$ cat config.mk
export PLATFORM = sky130hd
export DESIGN_NAME = kfps2kb_keycode_queue
export DESIGN_NICKNAME = d
export VERILOG_FILES = /design/src/rtl/kfps2kb_pkg.sv /design/src/rtl/kfps2kb_sync_fifo.sv /design/src/rtl/kfps2kb_keycode_queue.sv
export SDC_FILE = /design/constraint.sdc
export NUM_CORES = 1
export LEC_CHECK = 0
export ABC_AREA = 1
export BUFFER_PORTS_ARGS = -buffer_cell sky130_fd_sc_hd__buf_4
export CORE_MARGIN = 3
export CORE_UTILIZATION = 30
export DETAILED_ROUTE_END_ITERATION = 10
export GPL_ROUTABILITY_DRIVEN = 0
export PLACE_DENSITY = 0.46
export SYNTH_ARGS = -nofsm -noshare
export SYNTH_HDL_FRONTEND = slang
export SYNTH_SLANG_ARGS = --single-unit
$ cat constraint.sdc
create_clock -name clock -period 4.9 [get_ports clock]
set_clock_uncertainty 0.2 [all_clocks]
set_input_delay 0.98 -clock clock [delete_from_list [all_inputs] [get_ports clock]]
set_output_delay 0.98 -clock clock [all_outputs]
set_load 0.005 [all_outputs]
$ cat src/rtl/kfps2kb_pkg.sv
// Shared constants, decoder states and the PS/2 scancode set 2 -> set 1 table
// used by the keycode queue.
package kfps2kb_pkg;

    localparam logic [7:0] PS2_BREAK   = 8'hF0;
    localparam logic [7:0] PS2_EXT     = 8'hE0;
    localparam logic [7:0] PS2_ACK     = 8'hFA;
    localparam logic [7:0] PS2_RESEND  = 8'hFE;
    localparam logic [7:0] KEY_OVERRUN = 8'hFF;
    localparam logic [7:0] PS2_FAKE_LSHIFT = 8'h12;
    localparam logic [7:0] PS2_FAKE_RSHIFT = 8'h59;

    typedef enum logic [2:0] {
        ST_IDLE,
        ST_BRK,
        ST_EXT,
        ST_EXT_BRK,
        ST_EMIT
    } dec_state_t;

    // Same translation the 8042 applies; the upper half is identity apart from 83/84.
    localparam logic [7:0] SET2_TBL [256] = '{
        8'hff, 8'h43, 8'h41, 8'h3f, 8'h3d, 8'h3b, 8'h3c, 8'h58,
        8'h64, 8'h44, 8'h42, 8'h40, 8'h3e, 8'h0f, 8'h29, 8'h59,
        8'h65, 8'h38, 8'h2a, 8'h70, 8'h1d, 8'h10, 8'h02, 8'h5a,
        8'h66, 8'h71, 8'h2c, 8'h1f, 8'h1e, 8'h11, 8'h03, 8'h5b,
        8'h67, 8'h2e, 8'h2d, 8'h20, 8'h12, 8'h05, 8'h04, 8'h5c,
        8'h68, 8'h39, 8'h2f, 8'h21, 8'h14, 8'h13, 8'h06, 8'h5d,
        8'h69, 8'h31, 8'h30, 8'h23, 8'h22, 8'h15, 8'h07, 8'h5e,
        8'h6a, 8'h72, 8'h32, 8'h24, 8'h16, 8'h08, 8'h09, 8'h5f,
        8'h6b, 8'h33, 8'h25, 8'h17, 8'h18, 8'h0b, 8'h0a, 8'h60,
        8'h6c, 8'h34, 8'h35, 8'h26, 8'h27, 8'h19, 8'h0c, 8'h61,
        8'h6d, 8'h73, 8'h28, 8'h74, 8'h1a, 8'h0d, 8'h62, 8'h6e,
        8'h3a, 8'h36, 8'h1c, 8'h1b, 8'h75, 8'h2b, 8'h63, 8'h76,
        8'h55, 8'h56, 8'h77, 8'h78, 8'h79, 8'h7a, 8'h0e, 8'h7b,
        8'h7c, 8'h4f, 8'h7d, 8'h4b, 8'h47, 8'h7e, 8'h7f, 8'h6f,
        8'h52, 8'h53, 8'h50, 8'h4c, 8'h4d, 8'h48, 8'h01, 8'h45,
        8'h57, 8'h4e, 8'h51, 8'h4a, 8'h37, 8'h49, 8'h46, 8'h54,
        8'h80, 8'h81, 8'h82, 8'h41, 8'h54, 8'h85, 8'h86, 8'h87,
        8'h88, 8'h89, 8'h8a, 8'h8b, 8'h8c, 8'h8d, 8'h8e, 8'h8f,
        8'h90, 8'h91, 8'h92, 8'h93, 8'h94, 8'h95, 8'h96, 8'h97,
        8'h98, 8'h99, 8'h9a, 8'h9b, 8'h9c, 8'h9d, 8'h9e, 8'h9f,
        8'ha0, 8'ha1, 8'ha2, 8'ha3, 8'ha4, 8'ha5, 8'ha6, 8'ha7,
        8'ha8, 8'ha9, 8'haa, 8'hab, 8'hac, 8'had, 8'hae, 8'haf,
        8'hb0, 8'hb1, 8'hb2, 8'hb3, 8'hb4, 8'hb5, 8'hb6, 8'hb7,
        8'hb8, 8'hb9, 8'hba, 8'hbb, 8'hbc, 8'hbd, 8'hbe, 8'hbf,
        8'hc0, 8'hc1, 8'hc2, 8'hc3, 8'hc4, 8'hc5, 8'hc6, 8'hc7,
        8'hc8, 8'hc9, 8'hca, 8'hcb, 8'hcc, 8'hcd, 8'hce, 8'hcf,
        8'hd0, 8'hd1, 8'hd2, 8'hd3, 8'hd4, 8'hd5, 8'hd6, 8'hd7,
        8'hd8, 8'hd9, 8'hda, 8'hdb, 8'hdc, 8'hdd, 8'hde, 8'hdf,
        8'he0, 8'he1, 8'he2, 8'he3, 8'he4, 8'he5, 8'he6, 8'he7,
        8'he8, 8'he9, 8'hea, 8'heb, 8'hec, 8'hed, 8'hee, 8'hef,
        8'hf0, 8'hf1, 8'hf2, 8'hf3, 8'hf4, 8'hf5, 8'hf6, 8'hf7,
        8'hf8, 8'hf9, 8'hfa, 8'hfb, 8'hfc, 8'hfd, 8'hfe, 8'hff
    };

    function automatic logic [7:0] set2_to_set1(input logic [7:0] code);
        return SET2_TBL[code];
    endfunction

endpackage

$ cat src/rtl/kfps2kb_sync_fifo.sv
// Single-clock FIFO with synchronous reset; push when full and pop when empty
// are ignored.
module kfps2kb_sync_fifo #(
    parameter int DEPTH = 8,
    parameter int WIDTH = 8
) (
    input  logic                     clock,
    input  logic                     reset,
    input  logic                     push,
    input  logic                     pop,
    input  logic [WIDTH-1:0]         din,
    output logic [WIDTH-1:0]         dout,
    output logic [$clog2(DEPTH):0]   count
);
    localparam int AW = $clog2(DEPTH);

    logic [WIDTH-1:0] r_mem [DEPTH];
    logic [AW-1:0]    r_wr_ptr;
    logic [AW-1:0]    r_rd_ptr;
    logic [AW:0]      r_count;
    logic             w_wr;
    logic             w_rd;

    assign w_rd  = pop && (r_count != '0);
    assign w_wr  = push && (r_count != (AW+1)'(DEPTH));
    assign dout  = r_mem[r_rd_ptr];
    assign count = r_count;

    always_ff @(posedge clock) begin
        if (w_wr && !reset)
            r_mem[r_wr_ptr] <= din;
    end

    always_ff @(posedge clock) begin
        if (reset) begin
            r_wr_ptr <= '0;
            r_rd_ptr <= '0;
            r_count  <= '0;
        end else begin
            if (w_wr)
                r_wr_ptr <= r_wr_ptr + AW'(1);
            if (w_rd)
                r_rd_ptr <= r_rd_ptr + AW'(1);
            case ({w_wr, w_rd})
                2'b10:   r_count <= r_count + (AW+1)'(1);
                2'b01:   r_count <= r_count - (AW+1)'(1);
                default: r_count <= r_count;
            endcase
        end
    end

endmodule

$ cat src/rtl/kfps2kb_keycode_queue.sv
// PS/2 set-2 byte stream to set-1 keycode queue with E0 handling, pause toggle,
// key blocking and an overrun marker in the FIFO.
module kfps2kb_keycode_queue
    import kfps2kb_pkg::*;
#(
    parameter int         DEPTH           = 8,
    parameter logic [7:0] PAUSE_CODE      = 8'h78,
    parameter logic [7:0] BLOCK_CODE      = 8'h07,
    parameter bit         ENABLE_EXTENDED = 1'b1
) (
    input  logic                    clock,
    input  logic                    reset,
    input  logic [7:0]              register,
    input  logic                    recieved_flag,
    input  logic                    recieved_error,
    output logic                    irq,
    output logic [7:0]              keycode,
    input  logic                    clear_keycode,
    output logic                    pause_core,
    output logic [$clog2(DEPTH):0]  fifo_count,
    output logic                    overrun
);
    localparam int CW = $clog2(DEPTH) + 1;

    dec_state_t    r_state, w_state_nxt;
    logic [7:0]    r_pend, w_pend_nxt;
    logic          r_pause, r_overrun;
    logic          w_pause_tgl, w_push, w_pop, w_mark, w_blocked, w_fake;
    logic [7:0]    w_push_data, w_conv, w_fifo_din, w_dout;
    logic [CW-1:0] w_count;

    assign w_conv    = set2_to_set1(register);
    assign w_blocked = (register == BLOCK_CODE) || (register == PAUSE_CODE) || r_pause;
    assign w_fake    = (register == PS2_FAKE_LSHIFT) || (register == PS2_FAKE_RSHIFT);

    always_comb begin
        w_state_nxt = r_state;
        w_pend_nxt  = r_pend;
        w_push      = 1'b0;
        w_push_data = 8'h00;
        w_pause_tgl = 1'b0;
        if (recieved_error) begin
            w_push      = 1'b1;
            w_push_data = KEY_OVERRUN;
            w_state_nxt = ST_IDLE;
        end else if (r_state == ST_EMIT) begin
            w_push      = 1'b1;
            w_push_data = r_pend;
            w_state_nxt = ST_IDLE;
        end else if (recieved_flag) begin
            w_state_nxt = ST_IDLE;
            case (r_state)
                ST_IDLE: begin
                    if (register == PS2_BREAK)
                        w_state_nxt = ST_BRK;
                    else if (register == PS2_EXT)
                        w_state_nxt = ENABLE_EXTENDED ? ST_EXT : ST_IDLE;
                    else if (register != PS2_ACK && register != PS2_RESEND) begin
                        w_push      = !w_blocked;
                        w_push_data = w_conv;
                    end
                end
                ST_BRK: begin
                    w_pause_tgl = (register == PAUSE_CODE);
                    w_push      = !w_blocked;
                    w_push_data = w_conv | 8'h80;
                end
                ST_EXT: begin
                    if (register == PS2_BREAK)
                        w_state_nxt = ST_EXT_BRK;
                    else if (!w_fake && !w_blocked) begin
                        w_push      = 1'b1;
                        w_push_data = PS2_EXT;
                        w_pend_nxt  = w_conv;
                        w_state_nxt = ST_EMIT;
                    end
                end
                ST_EXT_BRK: begin
                    if (!w_fake) begin
                        w_pause_tgl = (register == PAUSE_CODE);
                        if (!w_blocked) begin
                            w_push      = 1'b1;
                            w_push_data = PS2_EXT;
                            w_pend_nxt  = w_conv | 8'h80;
                            w_state_nxt = ST_EMIT;
                        end
                    end
                end
                default: w_state_nxt = ST_IDLE;
            endcase
        end
    end

    // The last free slot is reserved for the FF marker unless a pop frees room.
    assign w_pop      = clear_keycode && (w_count != '0);
    assign w_mark     = w_push && !w_pop && (w_count == CW'(DEPTH - 1));
    assign w_fifo_din = w_mark ? KEY_OVERRUN : w_push_data;

    always_ff @(posedge clock) begin
        if (reset) begin
            r_state   <= ST_IDLE;
            r_pend    <= 8'h00;
            r_pause   <= 1'b0;
            r_overrun <= 1'b0;
        end else begin
            r_state <= w_state_nxt;
            r_pend  <= w_pend_nxt;
            if (w_pause_tgl)
                r_pause <= !r_pause;
            if (w_mark)
                r_overrun <= 1'b1;
            else if (w_pop && !w_push && w_count == CW'(1))
                r_overrun <= 1'b0;
        end
    end

    kfps2kb_sync_fifo #(.DEPTH(DEPTH), .WIDTH(8)) u_fifo (
        .clock (clock),
        .reset (reset),
        .push  (w_push),
        .pop   (w_pop),
        .din   (w_fifo_din),
        .dout  (w_dout),
        .count (w_count)
    );

    assign irq        = (w_count != '0);
    assign keycode    = irq ? w_dout : 8'h00;
    assign fifo_count = w_count;
    assign overrun    = r_overrun;
    assign pause_core = r_pause;

endmodule

# == Word level (Yosys, flattened, before mapping) ==
# Memory sizes are Yosys's and may differ from the RTL's. A register that Yosys moved wholly into a read port is not among the register bits.
# Cells that the tools add are included.
# word_totals
reg_bits,23
latch_bits,0
mem_bits_rw,64
mem_bits_ro,2048
input_bits,13
word_cells,114
mem_count,2
# memory_table
name,words,word_bits,rd,rd_ports_with_merged_regs,write_ports,line_no,rtl
(name not given),256,8,1,0,0,kfps2kb_pkg.sv:58,return SET2_TBL[code];
u_fifo.r_mem,8,8,1,1,1,kfps2kb_sync_fifo.sv:17,logic [WIDTH-1:0] r_mem [DEPTH];
# classes
n_addsub,4
mul,0
div,0
n_lt_le_gt_ge,1
n_eq_ne,21
shifts,0
n_mux,50
bitwise_logic,3
reduce_logical,26
# op_table
operator,n
$mux 8,18
$pmux 8 s4,1
$mux 1,18
$mux 3,6
$eq 8x7->1 const B,2
$eq 8x8->1 const B,2
$ne 8x8->1 const B,2
$pmux 8 s2,1
$logic_and 1x1->1,10
$ge 9x9->1 const B,1
$not 8->9,1
$pmux 3 s3,1
$eq 8x3->1 const B,1
$eq 8x5->1 const B,1
$ne 2x2->1 const B,4
$pmux 4 s2,1
$reduce_and 8->1,1
$add 3x1->3 const B,2
$eq 3x2->1 const B,2
$logic_not 1->1,6
$reduce_bool 2->1,3
$add 4x1->4 const B,1
$eq 4x1->1 const B,1
$eq 4x3->1 const B,1
14 further kinds,18

# == Logic depth before layout (Yosys ltp) ==
# logic_depth
ltp_word,16
depth_mapped,18
mapped_depth_nobuf,16

# == By module ==
# From an unflattened synthesis, not the netlist that was laid out.
# unflattened
cells_unflattened,752
area_unflattened_um2,5671.7
# by_module_without_submodules
module,n_inst,cells_each,area_per_inst_um2,seq_area_each_um2
kfps2kb_sync_fifo,1,274,3188.1,2182.1
kfps2kb_keycode_queue,1,478,2483.6,260.2

# == Worst setup path after synthesis ==
# No wires, ideal clock.
# synth_path
path_kind,input port to flip-flop
startpoint,input port register[1]
endpoint,"register u_fifo.r_count[3], in the netlist u_fifo.count[3]"
setup_ns,0.122
t_arrival_ns,3.175
setup_slack_ns,1.403
cell_stages,17
n_path_buf,2
cell_sequence,clkbuf_1 > inv_1 > ha_1 > inv_1 > nor2_1 > nand2_1 > nand3_4 > nor2_4 > nand3_2 > nand3_2 > buf_6 > nand2_1 > ha_1 > a21oi_1 > o21ai_0 > o21ai_0 > a21oi_1
# synth_between
elab_chain_cells,14
word_cells_on_any_way,31
cone_classes,10 x eq/ne; 12 x mux; 9 x reduce/logical
# synth_lines
element,line_no,rtl
from (decl),kfps2kb_keycode_queue.sv:13,"input logic [7:0] register,"
$eq 8x3->1 / $eq 8x7->1 (equally long branches),kfps2kb_keycode_queue.sv:33,assign w_blocked = (register == BLOCK_CODE) || (register == PAUSE_CODE) || r_pause;
$logic_or 1x1->1 (2 in a row),kfps2kb_keycode_queue.sv:33,
$logic_not 1->1,-,
$mux 1 / $logic_and 1x1->1 (equally long branches),"kfps2kb_keycode_queue.sv:58, kfps2kb_keycode_queue.sv:71",
"$mux 1, on equally long branches","kfps2kb_keycode_queue.sv:56, kfps2kb_keycode_queue.sv:71",
"$mux 1, on equally long branches","kfps2kb_keycode_queue.sv:54, kfps2kb_keycode_queue.sv:69",
$pmux 1 s4 *,kfps2kb_keycode_queue.sv:52,case (r_state)
$mux 1 *,kfps2kb_keycode_queue.sv:50,end else if (recieved_flag) begin
$mux 1 *,kfps2kb_keycode_queue.sv:46,end else if (r_state == ST_EMIT) begin
$mux 1 *,kfps2kb_keycode_queue.sv:42,if (recieved_error) begin
$logic_and 1x1->1 *,kfps2kb_sync_fifo.sv:25,assign w_wr = push && (r_count != (AW+1)'(DEPTH));
$eq 2x1->1 / $eq 2x2->1 (equally long branches),kfps2kb_sync_fifo.sv:44,"case ({w_wr, w_rd})"
$pmux 4 s2 / $reduce_bool 2->1 (equally long branches),-,
to (signal assigned),kfps2kb_sync_fifo.sv:45,2'b10: r_count <= r_count + (AW+1)'(1);
to (signal assigned),kfps2kb_sync_fifo.sv:46,2'b01: r_count <= r_count - (AW+1)'(1);
to (signal assigned),kfps2kb_sync_fifo.sv:47,default: r_count <= r_count;
to (decl),kfps2kb_sync_fifo.sv:20,logic [AW:0] r_count;
# Every way passes the cells marked *; elsewhere a longest branch is shown, timed or not.
# A chain may end at the register's enable or synchronous reset.

# == Worst setup path after layout ==
# layout_path
startpoint,input port register[1]
endpoint,"memory u_fifo.r_mem[3][1], enable pin"
# layout_between
elab_chain_cells,15
word_cells_on_any_way,30
cone_classes,8 x eq/ne; 13 x mux; 9 x reduce/logical
# layout_lines
element,line_no,rtl
$eq 8x3->1 / $eq 8x7->1 (equally long branches),kfps2kb_keycode_queue.sv:33,
$logic_or 1x1->1 (2 in a row),kfps2kb_keycode_queue.sv:33,
$logic_not 1->1,-,
$mux 1 / $logic_and 1x1->1 (equally long branches),"kfps2kb_keycode_queue.sv:58, kfps2kb_keycode_queue.sv:71",
"$mux 1, on equally long branches","kfps2kb_keycode_queue.sv:56, kfps2kb_keycode_queue.sv:71",
"$mux 1, on equally long branches","kfps2kb_keycode_queue.sv:54, kfps2kb_keycode_queue.sv:69",
$pmux 1 s4 *,kfps2kb_keycode_queue.sv:52,
$mux 1 *,kfps2kb_keycode_queue.sv:50,
$mux 1 *,kfps2kb_keycode_queue.sv:46,
$mux 1 *,kfps2kb_keycode_queue.sv:42,
$logic_and 1x1->1 *,kfps2kb_sync_fifo.sv:25,
$logic_and 1x1->1 *,kfps2kb_sync_fifo.sv:30,if (w_wr && !reset)
$mux 1 *,kfps2kb_sync_fifo.sv:30,
$mux 1 (not written as such) *,kfps2kb_sync_fifo.sv:31,r_mem[r_wr_ptr] <= din;
to (decl),kfps2kb_sync_fifo.sv:17,
# Marked as above.

==> results by group <==
Clocking
  – Post-CTS setup buffers: 0
  – CTS buffer count: 9
  – CTS resizes: 0
  – H-tree levels: 3
  – Longest Clk Path Bufs: 2
  – Worst skew pair latency: 0.34 ns
  – CTS tree: done
  – CTS root buf: clkbuf_16
  – Post-CTS Hold Fix Bufs: 0
  – CTS sink cnt: 90
  – Clock Pin Slew Worst Setup and Hold Paths: 0.07 ns

STA
  – Max_slew headroom: 0.406
  – Setup violators final: 0
  – Hold WS: 0.278 ns
  – Tightest Pin Transition: between 0.8 and 0.9 ns
  – Fin Setup TNS: 0 ns
  – Max Fclk: 268 MHz
  – Final Cycle Share: 0.761
  – RSZ-0062 raised after global routing: false
  – Final worst slack: 1.17 ns
  – Slew Limit Fails: 0
  – Final worst path period need: 3.73 ns
  – Final hold violations: 0

Yosys
  – Syn nets: 741
  – Sequential area share after synthesis: 0.449
  – Synth warn: 0
  – Cell Area, Synth: 5440 µm²
  – Syn Area/Cell: between 7 and 8 µm²
  – Ys async rst share: 0
  – Top FF cell, synth: edfxtp_1
  – Gate Count Post-Synth: 714
  – Synth cell types: 39
  – Flops & latches, synth: 90
  – Post-synth EDFFs: between 60 and 70

Route
  – Initial drt markers: 644
  – ANT nets after route: 0
  – Final wirelength: 16,200 µm
  – DR pass1 iterations: 7
  – Vias per Instance: 5.38
  – Avg WL per Cell: 16.9 µm
  – Via count: 5,151
  – DRC viols: 0

GRT
  – Largest net degree at the start of global routing: 34
  – Total grt overflow: 0
  – Vias in the first global route: 4,899
  – Initial antenna violation count: 0
  – Total track usage: 0.165
  – First-pass GRT wire length: 26,000 µm

Worst setup path
  – CP max stage delay: 0.70 ns
  – Critical path capture point type: flop
  – Critical Path AT: 3.50 ns
  – CP max stage cell: nor2_1
  – Worst Setup SP: register[1]
  – RR Startpoint: r_state[2]
  – Critical path startpoint category: input pin
  – CP cell instances: buf_4, inv_1, ha_1, inv_1, nor2_1, nand2_1, nand3_4, nor2_4, nand3_2, nand3_2, nand3_1, nor2_1
  – CP Class: in -> reg
  – Crit path required time: approximately 4.7 ns
  – Worst-path fanout max: 12

Floorplan
  – DIE HEIGHT: 141 µm
  – Row Count: 48
  – Die area: 19,800 µm²
  – Initial Util: 0.310
  – Core Area: 17,500 µm²
  – I/O Pins: 28
  – Chip Width: 141 µm

Final layout
  – Area of the multi-input gates: 2650 µm²
  – Register area: 2440 µm²
  – Most frequent cells in the layout: 158 x nand2_1, 118 x nor2_1, 83 x o21ai_0, 64 x edfxtp_1, 53 x nand3_1
  – Synth-to-layout area growth: 11.8%
  – Layout cells sized above 1: 0.0997
  – Antenna cells: 0
  – Most common cell after layout, fill and taps aside: nand2_1
  – Final #Nets: ~750
  – Layout filler cell count: 1,868

Place
  – Post-Place Worst Slack: 0.862 ns
  – DP HPWL: 11,900 µm
  – IO Port Bufs: 27

Pwr
  – Switching Share: 0.346
  – Pwr Density: 364 nW/µm²
  – Logic pwr share: 0.303
  – Worst VDD drop: 0.178 mV
  – Tot Pwr: 2.21 mW
  – Clock group share of total power: 0.289
  – Internal power: ~1.4 mW
  – NetSw: 0.765 mW
  – Seq pwr share: 0.409
  – Leakage: between 2 and 2.5 nW

Outcome
  – Outcome: completed

Job
  – MaxCap Viol Count: 0

Min path
  – HP Class: reg -> reg
  – HP Start: u_fifo.r_rd_ptr[2]
-- cells by family (layout without fill, tap and decap cells) --
kind of cell | count (synthesis) | count (layout) | share of synthesized area
buffers and inverters | 82 | 100 | 0.0624
AND/OR/NAND/NOR | 378 | 378 | 0.309
flip-flops | 90 | 90 | 0.449
XOR/XNOR | 1 | 1 | 0.00161
adder cells (fa/ha/maj) | 14 | 14 | 0.0322
AO/OA/AOI/OAI | 149 | 149 | 0.145
-- synthesized netlist by cell type (3+ instances only) --
cell type	n	area, µm²
o21ai_0	83	415
nand2_2	3	18.8
buf_4	3	22.5
clkbuf_1	10	37.5
o211ai_1	3	22.5
o21ai_1	8	40.0
nand4_1	16	100
nand3b_1	4	30.0
nor3_1	4	20.0
nand3_1	53	265
nand2_1	158	593
ha_1	14	175
a31oi_1	8	50.1
nand3_2	4	40.0
nor2_1	118	443
inv_2	9	33.8
o22ai_1	11	68.8
inv_1	46	173
nor2_2	7	43.8
a21oi_1	32	160
edfxtp_1	64	1920
dfxtp_1	26	521
buf_2	10	50.1
-- final timing paths --
kind | end | slack, ns | cells past startpoint
max | u_fifo.r_mem[3][1] | 1.17 | 12
max reg2reg | u_fifo.r_mem[3][1] | 1.94 | 6
min | u_fifo.r_rd_ptr[2] | 0.28 | 2
min reg2reg | u_fifo.r_rd_ptr[2] | 0.28 | 2
-- area by class of cell --
cell class | count | share of cell area
multi-input cells | 542 | 0.437
clock inverters | 7 | 0.00844
clock buffers | 9 | 0.0371
well taps | 225 | 0.0463
inverters | 56 | 0.0346
repair buffers | 28 | 0.0346
flip-flops and latches | 90 | 0.402
-- state kept, by name (all words and copies together) (netlist names), named ones only --
signal,cells
u_fifo.r_rd_ptr,3
r_state,3
u_fifo.r_wr_ptr,3
overrun,1
r_pend,8
u_fifo.count,4
pause_core,1
u_fifo.r_mem,64
-- through the flow --
| stage | area (µm²) | util | std cells |
|---|---|---|---|
| floorplan | 5440 | - | 714 |
| global placement | 5800 | 0.331 | 941 |
| detailed placement | 5800 | 0.331 | 941 |
| CTS | 6070 | 0.346 | 957 |
| global route | 6070 | 0.346 | 957 |
| finish | 6070 | 0.346 | 957 |
-- power groups by stage --
stage          combinational, mW  sequential [mW]  clock, mW
6_report                   0.669            0.903      0.638
5_1_grt                    0.757            0.912      0.690
4_1_cts                    0.679            0.905      0.656
3_5_place_dp               0.677            0.922          0
3_3_place_gp               0.674            0.920          0
2_1_floorplan              0.419            0.904          0
-- routing by layer --
layer	vias to the layer above	global-route usage	routed length, µm
li1	2458	-	-
met1	2369	0.214	6950
met2	265	0.271	7490
met3	59	0.0309	1060
met4	0	0.0709	668
met5	-	0	0
-- worst max-delay path: cells and delay by family --
family        cells  cell delay, ns
simple gates      8            1.78
buf+inv           3            0.45
fa+ha+maj         1            0.29
Note: power is estimated with default switching activity, not from simulation.
